File: config.mk
export PLATFORM = sky130hd
export DESIGN_NAME = rob_module
export DESIGN_NICKNAME = d
export VERILOG_FILES = /design/src/rtl/rob_module_pkg.sv /design/src/rtl/rob_module.sv
export SDC_FILE = /design/constraint.sdc
export NUM_CORES = 1
export LEC_CHECK = 0
export CAP_MARGIN = 10
export CORE_AREA = 2 2 281 283
export DETAILED_ROUTE_END_ITERATION = 7
export DIE_AREA = 0 0 283 285
export PLACE_DENSITY = 0.4
export SLEW_MARGIN = 20
export SYNTH_ARGS = -nofsm -noshare
export SYNTH_HDL_FRONTEND = slang
export SYNTH_SLANG_ARGS = --single-unit
File: constraint.sdc
create_clock -name in_clk -period 4 [get_ports in_clk]
set_input_delay 0.4 -clock in_clk [delete_from_list [all_inputs] [get_ports in_clk]]
set_output_delay 0.4 -clock in_clk [all_outputs]
set_load 0.1 [all_outputs]
File: src/rtl/rob_module_pkg.sv
// Shared types and default sizes for the reorder buffer.
package rob_module_pkg;

    localparam int GPR_SIZE         = 32;
    localparam int GPR_IDX_SIZE     = 5;
    localparam int DEF_ROB_DEPTH    = 8;
    localparam int DEF_ROB_IDX_SIZE = 3;

    // One in-flight instruction: allocation state, destination and captured result.
    typedef struct packed {
        logic                    valid;
        logic                    done;
        logic                    writes_reg;
        logic [GPR_IDX_SIZE-1:0] dst;
        logic [GPR_SIZE-1:0]     value;
    } rob_entry_t;

endpackage

File: src/rtl/rob_module.sv
// Reorder buffer: in-order allocation, out-of-order writeback, in-order retire
// into the regfile, plus two combinational operand lookup ports for dispatch.
module rob_module
    import rob_module_pkg::*;
#(
    parameter int ROB_DEPTH    = DEF_ROB_DEPTH,
    parameter int ROB_IDX_SIZE = DEF_ROB_IDX_SIZE
) (
    input  logic                    in_clk,
    input  logic                    in_rst,
    input  logic                    in_flush,
    input  logic                    in_d_alloc_valid,
    input  logic                    in_d_writes_reg,
    input  logic [GPR_IDX_SIZE-1:0] in_d_dst_idx,
    output logic                    out_d_alloc_ready,
    output logic [ROB_IDX_SIZE-1:0] out_d_rob_idx,
    input  logic [ROB_IDX_SIZE-1:0] in_rd1_rob_idx,
    output logic                    out_rd1_done,
    output logic [GPR_SIZE-1:0]     out_rd1_value,
    input  logic [ROB_IDX_SIZE-1:0] in_rd2_rob_idx,
    output logic                    out_rd2_done,
    output logic [GPR_SIZE-1:0]     out_rd2_value,
    input  logic                    in_wb_valid,
    input  logic [ROB_IDX_SIZE-1:0] in_wb_rob_idx,
    input  logic [GPR_SIZE-1:0]     in_wb_value,
    output logic                    out_rob_should_commit,
    output logic [GPR_SIZE-1:0]     out_rob_commit_value,
    output logic [GPR_IDX_SIZE-1:0] out_rob_regfile_index,
    output logic                    out_empty,
    output logic                    out_full
);

    localparam logic [ROB_IDX_SIZE:0] FULL_COUNT = (ROB_IDX_SIZE + 1)'(ROB_DEPTH);

    rob_entry_t              entries_q [ROB_DEPTH];
    rob_entry_t              entries_d [ROB_DEPTH];
    logic [ROB_IDX_SIZE-1:0] head_q, head_d;
    logic [ROB_IDX_SIZE-1:0] tail_q, tail_d;
    logic [ROB_IDX_SIZE:0]   count_q, count_d;
    rob_entry_t              head_entry;
    logic                    alloc;
    logic                    retire;

    // Operand lookup: a same-cycle writeback to a live entry bypasses the stored value.
    function automatic logic [GPR_SIZE:0] lookup(
        input rob_entry_t              entry,
        input logic [ROB_IDX_SIZE-1:0] idx,
        input logic                    wb_valid,
        input logic [ROB_IDX_SIZE-1:0] wb_idx,
        input logic [GPR_SIZE-1:0]     wb_value
    );
        logic [GPR_SIZE:0] res;
        res = '0;
        if (entry.valid && wb_valid && (wb_idx == idx)) begin
            res = {1'b1, wb_value};
        end else if (entry.valid && entry.done) begin
            res = {1'b1, entry.value};
        end
        return res;
    endfunction

    // Status, dispatch grant, retire decision, commit and lookup outputs.
    always_comb begin
        out_full              = (count_q == FULL_COUNT);
        out_empty             = (count_q == '0);
        out_d_alloc_ready     = !out_full;
        out_d_rob_idx         = tail_q;
        head_entry            = entries_q[head_q];
        alloc                 = in_d_alloc_valid && !out_full;
        retire                = head_entry.valid && head_entry.done && !in_flush;
        out_rob_should_commit = 1'b0;
        out_rob_commit_value  = '0;
        out_rob_regfile_index = '0;
        if (retire) begin
            out_rob_should_commit = head_entry.writes_reg;
            out_rob_commit_value  = head_entry.value;
            out_rob_regfile_index = head_entry.dst;
        end
        {out_rd1_done, out_rd1_value} = lookup(entries_q[in_rd1_rob_idx], in_rd1_rob_idx,
                                               in_wb_valid, in_wb_rob_idx, in_wb_value);
        {out_rd2_done, out_rd2_value} = lookup(entries_q[in_rd2_rob_idx], in_rd2_rob_idx,
                                               in_wb_valid, in_wb_rob_idx, in_wb_value);
    end

    // Next state: flush empties the buffer, otherwise apply writeback, retire and allocate.
    always_comb begin
        entries_d = entries_q;
        head_d    = head_q;
        tail_d    = tail_q;
        count_d   = count_q;
        if (in_flush) begin
            for (int i = 0; i < ROB_DEPTH; i++) begin
                entries_d[i] = '0;
            end
            head_d  = '0;
            tail_d  = '0;
            count_d = '0;
        end else begin
            // Writeback before retire so a result landing on the head is only seen next cycle.
            if (in_wb_valid && entries_q[in_wb_rob_idx].valid) begin
                entries_d[in_wb_rob_idx].done  = 1'b1;
                entries_d[in_wb_rob_idx].value = in_wb_value;
            end
            if (retire) begin
                entries_d[head_q].valid = 1'b0;
                head_d                  = head_q + 1'b1;
            end
            // Alloc is gated by full, so the slot at tail is never the one being retired.
            if (alloc) begin
                entries_d[tail_q].valid      = 1'b1;
                entries_d[tail_q].done       = 1'b0;
                entries_d[tail_q].writes_reg = in_d_writes_reg;
                entries_d[tail_q].dst        = in_d_dst_idx;
                entries_d[tail_q].value      = '0;
                tail_d                       = tail_q + 1'b1;
            end
            count_d = count_q + (ROB_IDX_SIZE + 1)'(alloc) - (ROB_IDX_SIZE + 1)'(retire);
        end
    end

    // State registers with synchronous reset clearing every entry and pointer.
    always_ff @(posedge in_clk) begin
        if (in_rst) begin
            for (int i = 0; i < ROB_DEPTH; i++) begin
                entries_q[i] <= '0;
            end
            head_q  <= '0;
            tail_q  <= '0;
            count_q <= '0;
        end else begin
            entries_q <= entries_d;
            head_q    <= head_d;
            tail_q    <= tail_d;
            count_q   <= count_d;
        end
    end

endmodule

==> run metrics <==
HP Class reg2reg; Hold Crit Depth 2; clk slew on worst S/H paths around 0.06 ns; Unique masters post-synth 48; crit path launch type register; Post-DP HPWL 46.7 mm; fin cells between 3000 and 4000; clock buffer depth 3; placed insts 3055; Worst-Margin Slew approximately 1.1 ns; most common cell in the netlist nand2_1; Worst Skew about 0.025 ns; R2R depth 10; Worst Path Arrival 3.27 ns; proportion of layout cells with a drive suffix above 1 24.4%; max incr delay on CP 0.70 ns; synth-to-layout area growth 25.7%; R2R setup slack 1.02 ns; global-route met1 utilization 26.2%; Starting Density 24.8%; cell area power density 318 nW/um^2; initial antenna violation count 5; floorplan row count 103; setup bufs post-CTS 0; die width 283 microns; Slowest cell on crit path buf_4; sequential power share between 40 and 50%; met2 Track Usage GR between 30% and 40%; global route overflow 0; TritonCTS clock tree yes; aggregate routed wire length approximately 80 mm; Die Y 285 microns; final hold violations 0; via/cell ratio about 5.2; die area 80700 sq um; Hold Path Origin entries_q[182]$_SDFF_PP0_; final period utilization 91.9%; Yosys reg bits 330; clock share of power ~50%; cell-internal power 5.75 mW; GRT Total Usage 19.4%; worst reg2reg path startpoint head_q[0]$_SDFFE_PP0P_; min cycle time layout 3.67 ns; Fmax 272 MHz; Switching Share 25.4%; Worst VDD drop about 0.26 mV; prevailing post-synth register cell dfxtp_1; routability cong. 0.786; cts bufs inserted 43; # fillers 7883; top post-synthesis cells by count nand2_1, dfxtp_1, a21oi_1; final setup fails 0; run status complete, no violations; Synth area leader dfxtp_1; Psw 1.96 mW; Final Max Slew Viols 0; vias in the first global route 16300; WS Path Type reg2out; top post-synthesis cells by area dfxtp_1, mux4_2, nand2_1; Synth warnings 0; Setup TNS Final 0 ns; largest net degree at the start of global routing 43; CTS Sinks 330; gate count after technology mapping 2000; H-tree levels 2; post-route ant nets 0; Syn Area/Cell 9.66 sq um; Avg WL per Cell 25.3 microns; First-pass DRT Iterations 5; global routing's busiest layer met2; post-synth top area share 34.2%; global-route wire length before repair 115 mm; CORE AREA between 70000 and 80000 sq um; Clock Latency Late Sink 0.58 ns; Crit Path Max Fanout 34; I/O pin count 162; met3 global-route usage 3.36%; leakage power 7.53 nW; min setup slack post-route 0.326 ns; number of enable flip-flop cells after synthesis 0; unrepaired setup endpoints after global routing false; Hold-fix buffers, CTS 0; Resized cells post-CTS 0; CP Data Required Time about 3.6 ns; async set-reset flop share out of synthesis 0%; Max-slew headroom roughly 28%; Worst Hold Path EP entries_q[182]$_SDFF_PP0_; crit end category output port; routed via count ~16000; Nets 2111; root buffer cell clkbuf_16; Post-Syn Nets 2061; Iter 0 DRT Violations 1321; Max Cap Viol 0; # DRC 0; critical-path cell list buf_4, mux4_2, mux2i_1, nor2_1, buf_12; r2r endpoint count_q[2]$_SDFF_PP0_; combinational share of power 6.8%; cell area after synthesis 19300 sq um; Port Buffers 161; pre-CTS WS 0.851 ns; register area share after synthesis 34.2%
## routing by layer
metal  share of wire, %  up-vias  wire length (microns)
met2                 47      651                  37000
li1                   -     7253                      -
met4                2.8        6                   2230
met3                7.1      127                   5600
met1                 43     8227                  34300
met5              0.051        -                     40
## cells in the final DEF (no fill, tap or decap), types with 6 or more instances in the layout
master           Yosys  layout
clkbuf_1            92      10
clkinv_2             0       9
nor2_1             111     111
buf_12               0     117
o2bb2ai_1           64      64
clkbuf_8             0       6
clkdlybuf4s50_1      0      52
a21oi_2             25      25
buf_4               17      59
mux4_2             216     216
xnor2_1              8       8
and3_1              10      10
dfxtp_1            330     327
clkbuf_16            0      45
inv_1               12      12
nand2_1            522     522
a21oi_1            238     236
nand3_1             10      10
mux2i_1            152     152
ha_1                 8       8
## worst max path at each step
| stage | end | cells past startpoint | start |
|---|---|---|---|
| after detailed placement | out_rd1_value[7] | 7 | in_wb_rob_idx[0] |
| final | out_rob_commit_value[7] | 5 | head_q[0]$_SDFFE_PP0P_ |
| after floorplan | out_rd2_value[0] | 6 | in_rd2_rob_idx[1] |
| after CTS | out_rob_commit_value[31] | 5 | head_q[0]$_SDFFE_PP0P_ |
| after global placement | out_rob_commit_value[31] | 5 | head_q[0]$_SDFFE_PP0P_ |
| after global routing | out_rob_commit_value[12] | 5 | head_q[0]$_SDFFE_PP0P_ |
## power by group through the flow
stage / clock network, mW / registers (mW) / logic [mW]
5_1_grt: 4.12 / 3.30 / 0.548
3_3_place_gp: 0 / 3.37 / 0.523
6_report: 3.89 / 3.30 / 0.522
4_1_cts: 3.98 / 3.30 / 0.526
2_1_floorplan: 0 / 3.37 / 0.321
3_5_place_dp: 0 / 3.37 / 0.525
## metrics by stage
step	hold slack [ns]	power (mW)	utilization, %	area [sq um]
2_1_floorplan	0.450	3.70	-	19300
3_3_place_gp	0.461	3.89	29.4	22900
3_5_place_dp	0.471	3.89	29.4	22900
4_1_cts	0.479	7.80	31.1	24300
5_1_grt	0.500	7.97	31.1	24300
6_report	0.477	7.71	31.1	24300
## state kept, by name, indices dropped and copies added, names as in the netlist
| register | cells |
|---|---|
| out_d_rob_idx | 3 |
| entries_q | 320 |
| count_q | 4 |
| head_q | 3 |
## layout make-up
type	instances	area (sq um)	share of cell area [%]
well taps	1050	1310	5.41
clock inverters	14	139	0.572
multi-input cells	1431	11600	47.8
inverters	16	62.6	0.258
diodes	1	2.50	0.0103
clock buffers	61	1250	5.13
repair buffers	228	3310	13.6
flip-flops and latches	330	6620	27.3
## worst max-delay path: cells and delay by family, from the launching register on
family                 cells  cell delay [ns]
muxes                      2             0.98
DFF                        1             0.64
and+or+nand+nor            1             0.15
buffers and inverters      2             0.90
## cell families (layout without fill, tap and decap cells)
kind of cell | after synthesis | count (layout) | synth area share (%)
muxes | 370 | 370 | 33.2
adders and majority gates | 9 | 9 | 0.622
buffers and inverters | 239 | 319 | 6.00
other | 0 | 1 | 0
xor gates and xnor gates | 10 | 10 | 0.453
and+or+nand+nor | 695 | 695 | 14.6
AOI/OAI and AO/OA | 347 | 347 | 10.9
DFF | 330 | 330 | 34.2
Note: power is estimated with default switching activity, not from simulation.
